--- src/rtl/mode4_tree_sequencer.sv ---
// Issue-side sequencer for the 4-lane FP reduction tree: buffer reads, aligned run strobes, acc clear, done.
// Optional cycle_cnt performance counter when MODE4_SEQ_PERF_EN is defined.
module mode4_tree_sequencer #(
  parameter int DATAWIDTH = 16,
  parameter int ADDR_W    = 8,
  parameter int LEN_W     = 8
) (
  input  logic                   clk,
  input  logic                   reset,
  input  logic                   start,
  input  logic [LEN_W-1:0]       vec_len,
  output logic                   rd_en,
  output logic [ADDR_W-1:0]      rd_addr,
  input  logic [4*DATAWIDTH-1:0] rd_data,
  output logic [DATAWIDTH-1:0]   inp0,
  output logic [DATAWIDTH-1:0]   inp1,
  output logic [DATAWIDTH-1:0]   inp2,
  output logic [DATAWIDTH-1:0]   inp3,
  output logic                   stage2_run,
  output logic                   stage1_run,
  output logic                   stage0_run,
  output logic                   acc_clr,
  output logic                   busy,
`ifdef MODE4_SEQ_PERF_EN
  output logic [15:0]            cycle_cnt,
`endif
  output logic                   done
);

  typedef enum logic [1:0] {IDLE, ISSUE, DRAIN, FIN} state_t;

  state_t                 state_q, state_d;
  logic [LEN_W-1:0]       cnt_q, cnt_d;
  logic [LEN_W-1:0]       len_q, len_d;
  logic [3:0]             sr_q;
  logic                   acc_clr_q;
  logic                   done_q;
  logic [DATAWIDTH-1:0]   inp0_q, inp1_q, inp2_q, inp3_q;
  logic                   accept;

  // The done cycle is already back in IDLE, so done_q blocks a same-cycle restart.
  assign accept = (state_q == IDLE) && !done_q && start;

  always_comb begin
    state_d = state_q;
    cnt_d   = cnt_q;
    len_d   = len_q;
    case (state_q)
      IDLE: begin
        if (accept) begin
          len_d   = vec_len;
          cnt_d   = '0;
          state_d = (vec_len == '0) ? FIN : ISSUE;
        end
      end
      ISSUE: begin
        if (cnt_q == len_q - LEN_W'(1)) begin
          cnt_d   = '0;
          state_d = DRAIN;
        end else begin
          cnt_d = cnt_q + LEN_W'(1);
        end
      end
      DRAIN: begin
        // Last stage1 strobe now; the final stage0 strobe lands in FIN, done one cycle later.
        if (sr_q[2] && !sr_q[1] && !sr_q[0]) state_d = FIN;
      end
      FIN:     state_d = IDLE;
      default: state_d = IDLE;
    endcase
  end

  always_ff @(posedge clk or posedge reset) begin
    if (reset) begin
      state_q   <= IDLE;
      cnt_q     <= '0;
      len_q     <= '0;
      sr_q      <= '0;
      acc_clr_q <= 1'b0;
      done_q    <= 1'b0;
      inp0_q    <= '0;
      inp1_q    <= '0;
      inp2_q    <= '0;
      inp3_q    <= '0;
    end else begin
      state_q   <= state_d;
      cnt_q     <= cnt_d;
      len_q     <= len_d;
      sr_q      <= {sr_q[2:0], rd_en};
      acc_clr_q <= accept;
      done_q    <= (state_q == FIN);
      if (sr_q[0]) begin
        inp0_q <= rd_data[0*DATAWIDTH +: DATAWIDTH];
        inp1_q <= rd_data[1*DATAWIDTH +: DATAWIDTH];
        inp2_q <= rd_data[2*DATAWIDTH +: DATAWIDTH];
        inp3_q <= rd_data[3*DATAWIDTH +: DATAWIDTH];
      end
    end
  end

`ifdef MODE4_SEQ_PERF_EN
  logic [15:0] cycle_cnt_q;

  always_ff @(posedge clk or posedge reset) begin
    if (reset) begin
      cycle_cnt_q <= '0;
    end else if (accept) begin
      cycle_cnt_q <= '0;
    end else if (busy && (cycle_cnt_q != 16'hFFFF)) begin
      cycle_cnt_q <= cycle_cnt_q + 16'd1;
    end
  end

  assign cycle_cnt = cycle_cnt_q;
`endif

  assign rd_en      = (state_q == ISSUE);
  assign rd_addr    = ADDR_W'(cnt_q);
  assign inp0       = inp0_q;
  assign inp1       = inp1_q;
  assign inp2       = inp2_q;
  assign inp3       = inp3_q;
  assign stage2_run = sr_q[1];
  assign stage1_run = sr_q[2];
  assign stage0_run = sr_q[3];
  assign acc_clr    = acc_clr_q;
  assign busy       = (state_q != IDLE) || done_q;
  assign done       = done_q;

endmodule

--- config.mk ---
export PLATFORM = sky130hd
export DESIGN_NAME = mode4_tree_sequencer
export DESIGN_NICKNAME = d
export VERILOG_FILES = /design/src/rtl/mode4_tree_sequencer.sv
export SDC_FILE = /design/constraint.sdc
export NUM_CORES = 1
export LEC_CHECK = 0
export CORE_MARGIN = 2
export CORE_UTILIZATION = 30
export CTS_CLUSTER_DIAMETER = 150
export DETAILED_ROUTE_END_ITERATION = 10
export GPL_ROUTABILITY_DRIVEN = 0
export GPL_TIMING_DRIVEN = 0
export PLACE_DENSITY = 0.68
export SYNTH_ARGS = -nofsm -noshare
export SYNTH_HDL_FRONTEND = slang
export SYNTH_SLANG_ARGS = --single-unit
export TNS_END_PERCENT = 100
--- constraint.sdc ---
create_clock -name clk -period 6.12 [get_ports clk]
set_clock_uncertainty 0.15 [all_clocks]
set_input_delay 1.224 -clock clk [delete_from_list [all_inputs] [get_ports clk]]
set_output_delay 1.224 -clock clk [all_outputs]
set_load 0.03 [all_outputs]
==> metrics.md <==
| Metric | Value |
|---|---|
| WP data arrival | 2.01 ns |
| Hold Path Cell Cnt | 0 |
| Setup TNS | 0 ns |
| CP Class | flop to primary output |
| Synthesis-to-finish area growth | 55.3% |
| Root buf cell | clkbuf_16 |
| First-pass DRT Iterations | 4 |
| RSZ-0062 raised after global routing | no |
| Die span in y | 116 um |
| Setup crit end kind | primary output |
| First-pass GRT wire length | 14300 um |
| CTS buffer count | 9 |
| Status | complete, no violations |
| Post-CTS Setup Bufs | 0 |
| Post-Syn Area | 3740 um2 |
| Die Wd | 116 um |
| Synth area leader | dfrtp_1 |
| DP HPWL | 6770 um |
| Synth cell types | 36 |
| CTS sink cnt | 88 |
| Filler instances | 1142 |
| Pin count of the biggest net entering global routing | 73 |
| Worst EP required | 4.75 ns |
| WL final | 9050 um |
| Total power | 0.00339 W |
| Top_reg_cell synth | dfrtp_1 |
| Post-DR wirelength/cell | 14.9 um |
| Starting density of the core | 30.9% |
| FF-to-FF path depth | 9 |
| Initial drt markers | 88 |
| Seq/Total Area, Yosys | 58.8% |
| Fmax | 295 MHz |
| Initial antenna violation count | 0 |
| Clk pin slew, worst setup/hold paths | 0.06 ns |
| Least-Margin Pin Slew | 0.655 ns |
| Leading cell type in the layout, fill and taps excluded | clkdlybuf4s50_1 |
| Ant diodes | 0 |
| Hold buffers post-CTS | 0 |
| H-tree depth | 3 |
| Die ar. | 13400 um2 |
| Core Region | 12100 um2 |
| Peak VDD IR | 0.235 mV |
| I/O pin cnt | 154 |
| CTS tree | built |
| Slew Viols, Final | 0 |
| Synth Net Count | 352 |
| EDFF count, synth | 0 |
| # DRC | 0 |
| PostCTS Resize Cnt | 0 |
| Fin crit period | 3.39 ns |
| Top-area cell type share of the netlist area | 58.8% |
| Port bufs | 153 |
| Hold Crit Class | flop to flop |
| Yosys warns | 0 |
| Worst Slack Setup Final | 2.73 ns |
| Via count | 2728 |
| Grt ovf | 0 |
| P per Cell Area | 583 nW/um2 |
| All-Layer GR Usage | 13.9% |
| Leakage | 2.36 nW |
| Clk_lat worst skew | 0.34 ns |
| Post-synthesis register bit count | 88 |
| Most frequent cells in the layout | clkdlybuf4s50_1 (153), dfrtp_1 (88), mux2_2 (70), nand2_1 (13), clkbuf_1 (10) |
| Fraction of layout cells with a size suffix above 1 | 21.8% |
| Startpoint types | flop |
| Mapped Cells | 271 |
| CP Max Fanout | 8 |
| Syn avg cell area | 13.8 um2 |
| Bufs on Longest Clock Path | 2 |
| Row count | 40 |
| Layout Nets | 517 |
| Ys async rst share | 100% |
| Vias per std cell | 4.48 |
| Post-DRT Antenna Nets | 0 |
| Setup WS pre-CTS | 2.83 ns |
| Vias in the first global route | 2853 |
| Max_cap viols | 0 |
| Final worst-path cycle share | 55.3% |
| Final Hold Viols | 0 |
| Synth top area cells | dfrtp_1 (59%), mux2_2 (21%), ha_1 (2.0%) |
| Relative slew slack | 56.3% |
| Setup Viol. Count Final | 0 |
Yosys cell counts (2+ instances only):
cell type / n
dfrtp_1: 88
mux2_2: 70
nand2_1: 13
clkbuf_1: 10
inv_1: 9
xnor2_1: 8
a21oi_1: 7
ha_1: 6
nand3_1: 6
nor2_1: 5
nor3_1: 5
o21ai_0: 4
o21ai_1: 4
xor2_1: 4
a31oi_1: 3
nand2b_1: 3
nor4_1: 3
a21o_1: 2
and3_1: 2
and3b_1: 2
mux2i_1: 2
kinds of logic (layout without fill, tap and decap cells):
group                    count (synthesis)  in the layout  share of synthesized area, %
AO/OA/AOI/OAI                           28             28                          5.99
adder cells (fa/ha/maj)                  6              6                          2.01
XOR/XNOR                                12             12                          2.81
multiplexers                            72             72                          21.6
flip-flops                              88             88                          58.8
AND/OR/NAND/NOR                         44             44                          6.42
buffers and inverters                   21            191                          2.34
sequential cells by signal, indices dropped and copies added, names as in the netlist:
name	flops
len_q	8
rd_addr	8
sr_q	4
acc_clr	1
inp2	16
done	1
state_q	2
inp0	16
inp1	16
inp3	16
per-stage QoR:
| stage | cells | cell area (um2) | utilization [%] | hold WS [ns] |
|---|---|---|---|---|
| floorplan | 271 | 3740 | - | 0.223 |
| CTS | 609 | 5810 | 48.0 | 0.247 |
| global route | 609 | 5810 | 48.0 | 0.280 |
| global placement | 592 | 5480 | 45.3 | 0.236 |
| finish | 609 | 5810 | 48.0 | 0.252 |
| detailed placement | 593 | 5510 | 45.5 | 0.232 |
layout make-up:
class | count | area (um2) | share of cell area, %
Sequential cell | 88 | 2200 | 37.9
Buffer | 12 | 53.8 | 0.926
Clock inverter | 6 | 58.8 | 1.01
Clock buffer | 10 | 239 | 4.11
Multi-Input combinational cell | 162 | 1450 | 25.0
Timing Repair Buffer | 154 | 1560 | 26.8
Inverter | 9 | 36.3 | 0.624
Tap cell | 168 | 210 | 3.62
metal layers:
metal,wire length [um],part of all wire (%),GRT usage (%)
met5,0,0,0
met4,155,1.7,6.19
met3,598,6.6,3.09
met2,4350,48,23.4
met1,3950,44,17.1
worst max-delay path, stage by stage, from the launching register on:
cell and delay (ns):
dfrtp_1 0.40, inv_1 0.12, ha_1 0.39, clkdlybuf4s50_1 0.76
report_power, final:
part	switching (W)	internal, W
sequential	0.000177	0.000859
combinational	0.000961	0.000842
clock	0.000226	0.000325
total	0.00136	0.00203
worst paths after layout:
kind                       startpoint          to  slack (ns)
max in group asynchronous       reset    inp2[11]        4.18
hold / removal                sr_q[0]     sr_q[1]        0.25
min in group asynchronous       reset     inp2[2]        1.02
hold reg to reg               sr_q[0]     sr_q[1]        0.25
setup / recovery           state_q[1]       rd_en        2.73
setup reg to reg             len_q[0]  state_q[1]        3.56
No activity file was read; power rests on OpenSTA's default activity.
==> edit 1, RTL diff (config.mk and constraints unchanged) <==
`sr_q` no longer has a reset.
--- a/src/rtl/mode4_tree_sequencer.sv
+++ b/src/rtl/mode4_tree_sequencer.sv
@@ -75,7 +75,6 @@
       state_q   <= IDLE;
       cnt_q     <= '0;
       len_q     <= '0;
-      sr_q      <= '0;
       acc_clr_q <= 1'b0;
       done_q    <= 1'b0;
       inp0_q    <= '0;
@@ -86,7 +85,6 @@
       state_q   <= state_d;
       cnt_q     <= cnt_d;
       len_q     <= len_d;
-      sr_q      <= {sr_q[2:0], rd_en};
       acc_clr_q <= accept;
       done_q    <= (state_q == FIN);
       if (sr_q[0]) begin
@@ -96,6 +94,10 @@
         inp3_q <= rd_data[3*DATAWIDTH +: DATAWIDTH];
       end
     end
+  end
+
+  always_ff @(posedge clk) begin
+    sr_q <= {sr_q[2:0], rd_en};
   end
 
 `ifdef MODE4_SEQ_PERF_EN
Function: differs if reset is asserted again (counterexample within 4 cycles, from zero or initial values and one cycle with reset high); with reset held inactive, the same outputs for 10 cycles.
==> edit 1 against the original RTL <==
  * Sequential share of layout area is 0.17 points higher
  * Critical path type unchanged
  * Via count increased by 0.18%
  * Worst hold slack worse by 24 ps
  * Sequential cell count is the same
  * Synthesized area down 1.7%
  * Maximum frequency grew 2.9%
  * Combinational power about the same
  * Setup slack better by 95 ps
  * Die area down 1.6%
  * Utilization decreased by 0.26 points
  * Power up 0.13%
  * Wire length shrank 1.6%
  * Design area shrank 1.4%
==> edit 1: results (changes against the original RTL) <==
power:
  vdd_drop_max_uv: 358  # +52%
  p_sw_frac: 0.400  # -0.00201
  p_leak_nw: 2.37  # +0.26%
timing:
  worst_slew_pin_slew_ps: 580  # -74.8 ps
cts:
  clockBufferDepth: 2  # unchanged
  postCtsSetupBuffers: 0  # unchanged
  cts_resized: 0  # unchanged
  cts.clk_slew.worst_paths_ps: 60  # about the same
  cts_made_buffers: 9  # unchanged
  cts.htree.levels: 3  # unchanged
  clk_latency_ps: 330
  clock-root-buffer: "clkbuf_16"
worst_setup_path:
  slowest_stage: "clkdlybuf4s50_1"
  critPathArrivalTime_ps: 1920  # -90 ps
  rr_startpoint: "state_q[0]"
  crit_path_max_incr_delay_ps: 740  # -20 ps
  cp_top_family: "buffers and inverters"
  cp-startpoint: "state_q[1]"
  cp_max_fo: 6  # -2
  r2r_cells: 9  # unchanged
route:
  routed_wl_mm: 8.90  # -1.6%
  first_iter_violations: 103  # +17%
  vias: 2733  # +0.18%
  firstDrtPassIters: 4  # unchanged
grt:
  grt_max_degree: 54  # -26%
  grt_pass1_vias: 2949  # +3.4%
  antenna_found_initial: 0  # unchanged
  grt_pass1_wl_mm: 14.7  # +2.3%
  track_usage: 0.143  # +0.00404
hold_path:
  hold_depth: 0  # unchanged
  worstHoldStart: "sr_q[2]"
  min_path_type: "reg2reg"
synth:
  seq_area_frac_synth: 0.593  # +0.00456
  synthTopCellsByCount: "dfrtp_1, mux2_2, nand2_1"
  synth_top_cells_by_area: "dfrtp_1, mux2_2, nand2_1, xnor2_1, dfxtp_1"
  yosys.cell_types.count: 39  # +8.3%
  async_reset_ff_frac: 0.955  # -0.0455
  synth_flop_cell: "dfrtp_1"
  syn_nets: 356  # +1.1%
  yosys_warnings: 0  # unchanged
run_status:
  status: "finished, final reports clean"
finish:
  drive_gt1_frac: 0.204  # -0.0132
  nets: 521  # +0.77%
  fillerInstances: 1098  # -3.9%
  diodes: 0  # unchanged
place:
  dp.final_hpwl_mm: 6.50  # -4.0%
  port_buffers: 153  # unchanged
## edit 1: changes by cell type after synthesis, sizes merged, moves of 3 or more
cell / before / now
dfrtp: 88 / 84
dfxtp: 0 / 4
mux2: 70 / 64
nand2: 14 / 27
nand3: 6 / 1
nand4: 0 / 4
nor2: 5 / 2
nor2b: 1 / 5
nor3: 6 / 3
o21ai: 8 / 4
or2: 0 / 3
xor2: 4 / 7
## edit 1: worst paths after layout
path	slack [ps]	end
max	2830	rd_en
min	230	sr_q[3]
max reg2reg	3640	rd_addr[7]
min reg2reg	230	sr_q[3]
max in group asynchronous	4110	done
min in group asynchronous	1090	inp1[5]
## edit 1: layer usage
metal | global-route usage | routed length (um) | part of all wire | up-vias
met4 | 0.0578 | 184 | 0.021 | 0
met1 | 0.174 | 3840 | 0.43 | 1341
met3 | 0.0617 | 691 | 0.078 | 14
met5 | 0 | 0 | 0 | -
met2 | 0.224 | 4190 | 0.47 | 89
li1 | - | - | - | 1289
## edit 1: through the flow
| stage | instance area (um^2) | util | setup WS [ps] | cells |
|---|---|---|---|---|
| floorplan | 3680 | - | 2580 | 275 |
| global placement | 5400 | 0.449 | 1190 | 575 |
| CTS | 5730 | 0.477 | 2820 | 592 |
| detailed placement | 5430 | 0.452 | 2850 | 576 |
| global route | 5730 | 0.477 | 2720 | 592 |
| finish | 5730 | 0.477 | 2830 | 592 |
## edit 1: cells by family after synthesis
kind of cell / count (synthesis) / synth area share
multiplexers: 65 / 0.199
XOR/XNOR: 17 / 0.0405
adder cells (fa/ha/maj): 6 / 0.0204
flip-flops: 88 / 0.593
buffers and inverters: 20 / 0.0207
AND/OR/NAND/NOR: 56 / 0.0796
AO/OA/AOI/OAI: 23 / 0.0473
## edit 1: power groups by stage
stage                     Sequential, mW  Combinational (mW)  Clock (mW)
after CTS                           1.04                1.82       0.584
final                               1.03                1.80       0.564
after detailed placement            1.04                1.80           0
after global routing                1.08                1.91       0.612
after global placement              1.03                1.79           0
after floorplan                     1.50               0.639           0
## edit 1: final cells by class
type,instances,area share
clock inverter,4,0.00895
timing repair buffer,154,0.272
sequential,88,0.381
buffer,10,0.00677
inverter,10,0.00698
clock buffer,12,0.0447
tap,147,0.0321
multi-input combinational,167,0.248
## edit 1: worst reg2reg max path, delay by kind of cell, from the launching register on
kind / cells / cell delay (ps)
simple gates: 3 / 790
flops: 1 / 420
buf+inv: 2 / 320
fa+ha+maj: 1 / 310
compound gates: 2 / 270
xor+xnor: 1 / 160
==> edit 2, RTL diff (config.mk and constraints unchanged) <==
Without the edit above. Change the parameter `DATAWIDTH` from 16 to 32.
--- a/src/rtl/mode4_tree_sequencer.sv
+++ b/src/rtl/mode4_tree_sequencer.sv
@@ -1,7 +1,7 @@
 // Issue-side sequencer for the 4-lane FP reduction tree: buffer reads, aligned run strobes, acc clear, done.
 // Optional cycle_cnt performance counter when MODE4_SEQ_PERF_EN is defined.
 module mode4_tree_sequencer #(
-  parameter int DATAWIDTH = 16,
+  parameter int DATAWIDTH = 32,
   parameter int ADDR_W    = 8,
   parameter int LEN_W     = 8
 ) (
Interface: changed (5 resized); port bits go from 154 to 282. The function was not compared with the original's and may differ.
==> edit 2 against the original RTL <==
  * Sequential cell count up 64
  * Power down 38%
  * Setup slack better by 17 ps
  * Highest routed layer unchanged
  * Via count up 64%
  * Utilization up 1.8 points
  * Wire length up 79%
  * Synthesized area up 62%
  * Design area up 69%
==> edit 2: results (changes against the original RTL) <==
worst_setup_path:
  cp_max_fo: 7  # -1
  critPathArrivalTime_ps: 1990  # -20 ps
power:
  powerClk_mw: 0.994  # +80%
  p_leak_nw: 4.46  # +89%
  vdd_drop_max_uv: 175  # -26%
  pg_comb_mw: 0.111  # -94%
  powerDensity_mw_per_mm2: 215  # -63%
grt:
  grt_pass1_wl_mm: 25.8  # +80%
  track_usage: 0.153  # +0.0140
  grt_max_degree: 97  # +33%
  grt_pass1_vias: 4846  # +70%
route:
  vias: 4477  # +64%
  avgViaCountPerCell: 4.49  # +0.35%
  first_iter_violations: 136  # +55%
run_status:
  status: "finished, final reports clean"
timing:
  worst_slew_pin_slew_ps: 688  # +33.4 ps
cts:
  clockBufferDepth: 2  # unchanged
  clk_latency_ps: 410  # +70 ps
  cts_made_buffers: 17  # +8
  cts.htree.levels: 4  # +1
synth:
  syn_inst: 417  # +54%
  yosys.cell_types.count: 39  # +8.3%
  synthTopCellsByCount: "dfrtp_1, mux2_2, nand2_1"
  syn_nets: 562  # +60%
  seq_area_frac_synth: 0.628  # +0.0395
  yosys_warnings: 0  # unchanged
  synth_top_cells_by_area: "dfrtp_1, mux2_2, nand2_1, ha_1, clkbuf_1"
finish:
  drive_gt1_frac: 0.230  # +0.0121
  fillerInstances: 1747  # +53%
  nets: 863  # +67%
place:
  port_buffers: 281  # +84%
  place_ws_ps: 2950  # +113 ps
  dp.final_hpwl_mm: 12.3  # +82%
  placed_cell_area_mm2: 0.00923  # +67%
  placed_cells: 964  # +63%
[edit 2: changes by cell type after synthesis, sizes merged, moves of 3 or more]
cell / change
mux2: +58
clkbuf: +6
o31ai: +3
dfrtp: +64
nand2: +14
xnor2: -3
[edit 2: critical path, stage by stage (launching register included)]
cell             delay, ps
dfrtp_1                400
inv_1                  100
ha_1                   330
clkdlybuf4s50_1        750
[edit 2: path summary, 6_finish.rpt]
kind                                 start          to  slack (ps)  cells past startpoint
worst min register to register     sr_q[1]     sr_q[2]         270                      0
worst max-delay path            state_q[1]       rd_en        2750                      3
worst min-delay path               sr_q[1]     sr_q[2]         270                      0
max in group asynchronous            reset  rd_addr[3]        3890                      3
min in group asynchronous            reset     inp0[0]        1070                      2
worst max register to register    len_q[0]  rd_addr[1]        3700                      8
[edit 2: per-layer routing]
layer / share of wire / global-route usage / vias to the layer above / wire length (um)
met5: 0 / 0 / - / 0
met4: 0.024 / 0.0641 / 0 / 383
met3: 0.092 / 0.0669 / 27 / 1490
met2: 0.51 / 0.260 / 185 / 8170
met1: 0.38 / 0.167 / 2194 / 6120
li1: - / - / 2071 / -
[edit 2: cells by family (layout without fill, tap and decap cells)]
family	Yosys count	count (layout)	share of synthesized area
AND/OR/NAND/NOR	63	63	0.0512
buffers and inverters	26	340	0.0161
XOR/XNOR	12	12	0.0196
flip-flops	152	152	0.628
adder cells (fa/ha/maj)	6	6	0.0124
AO/OA/AOI/OAI	29	29	0.0331
multiplexers	129	129	0.240
[edit 2: cell type report]
type	count	area, um^2	area share
Buffer	17	63.8	0.00652
Multi-Input combinational cell	239	2160	0.220
Inverter	9	38.8	0.00396
Tap cell	265	332	0.0339
Clock buffer	17	425	0.0434
Sequential cell	152	3800	0.388
Timing Repair Buffer	282	2840	0.290
Clock inverter	15	134	0.0137
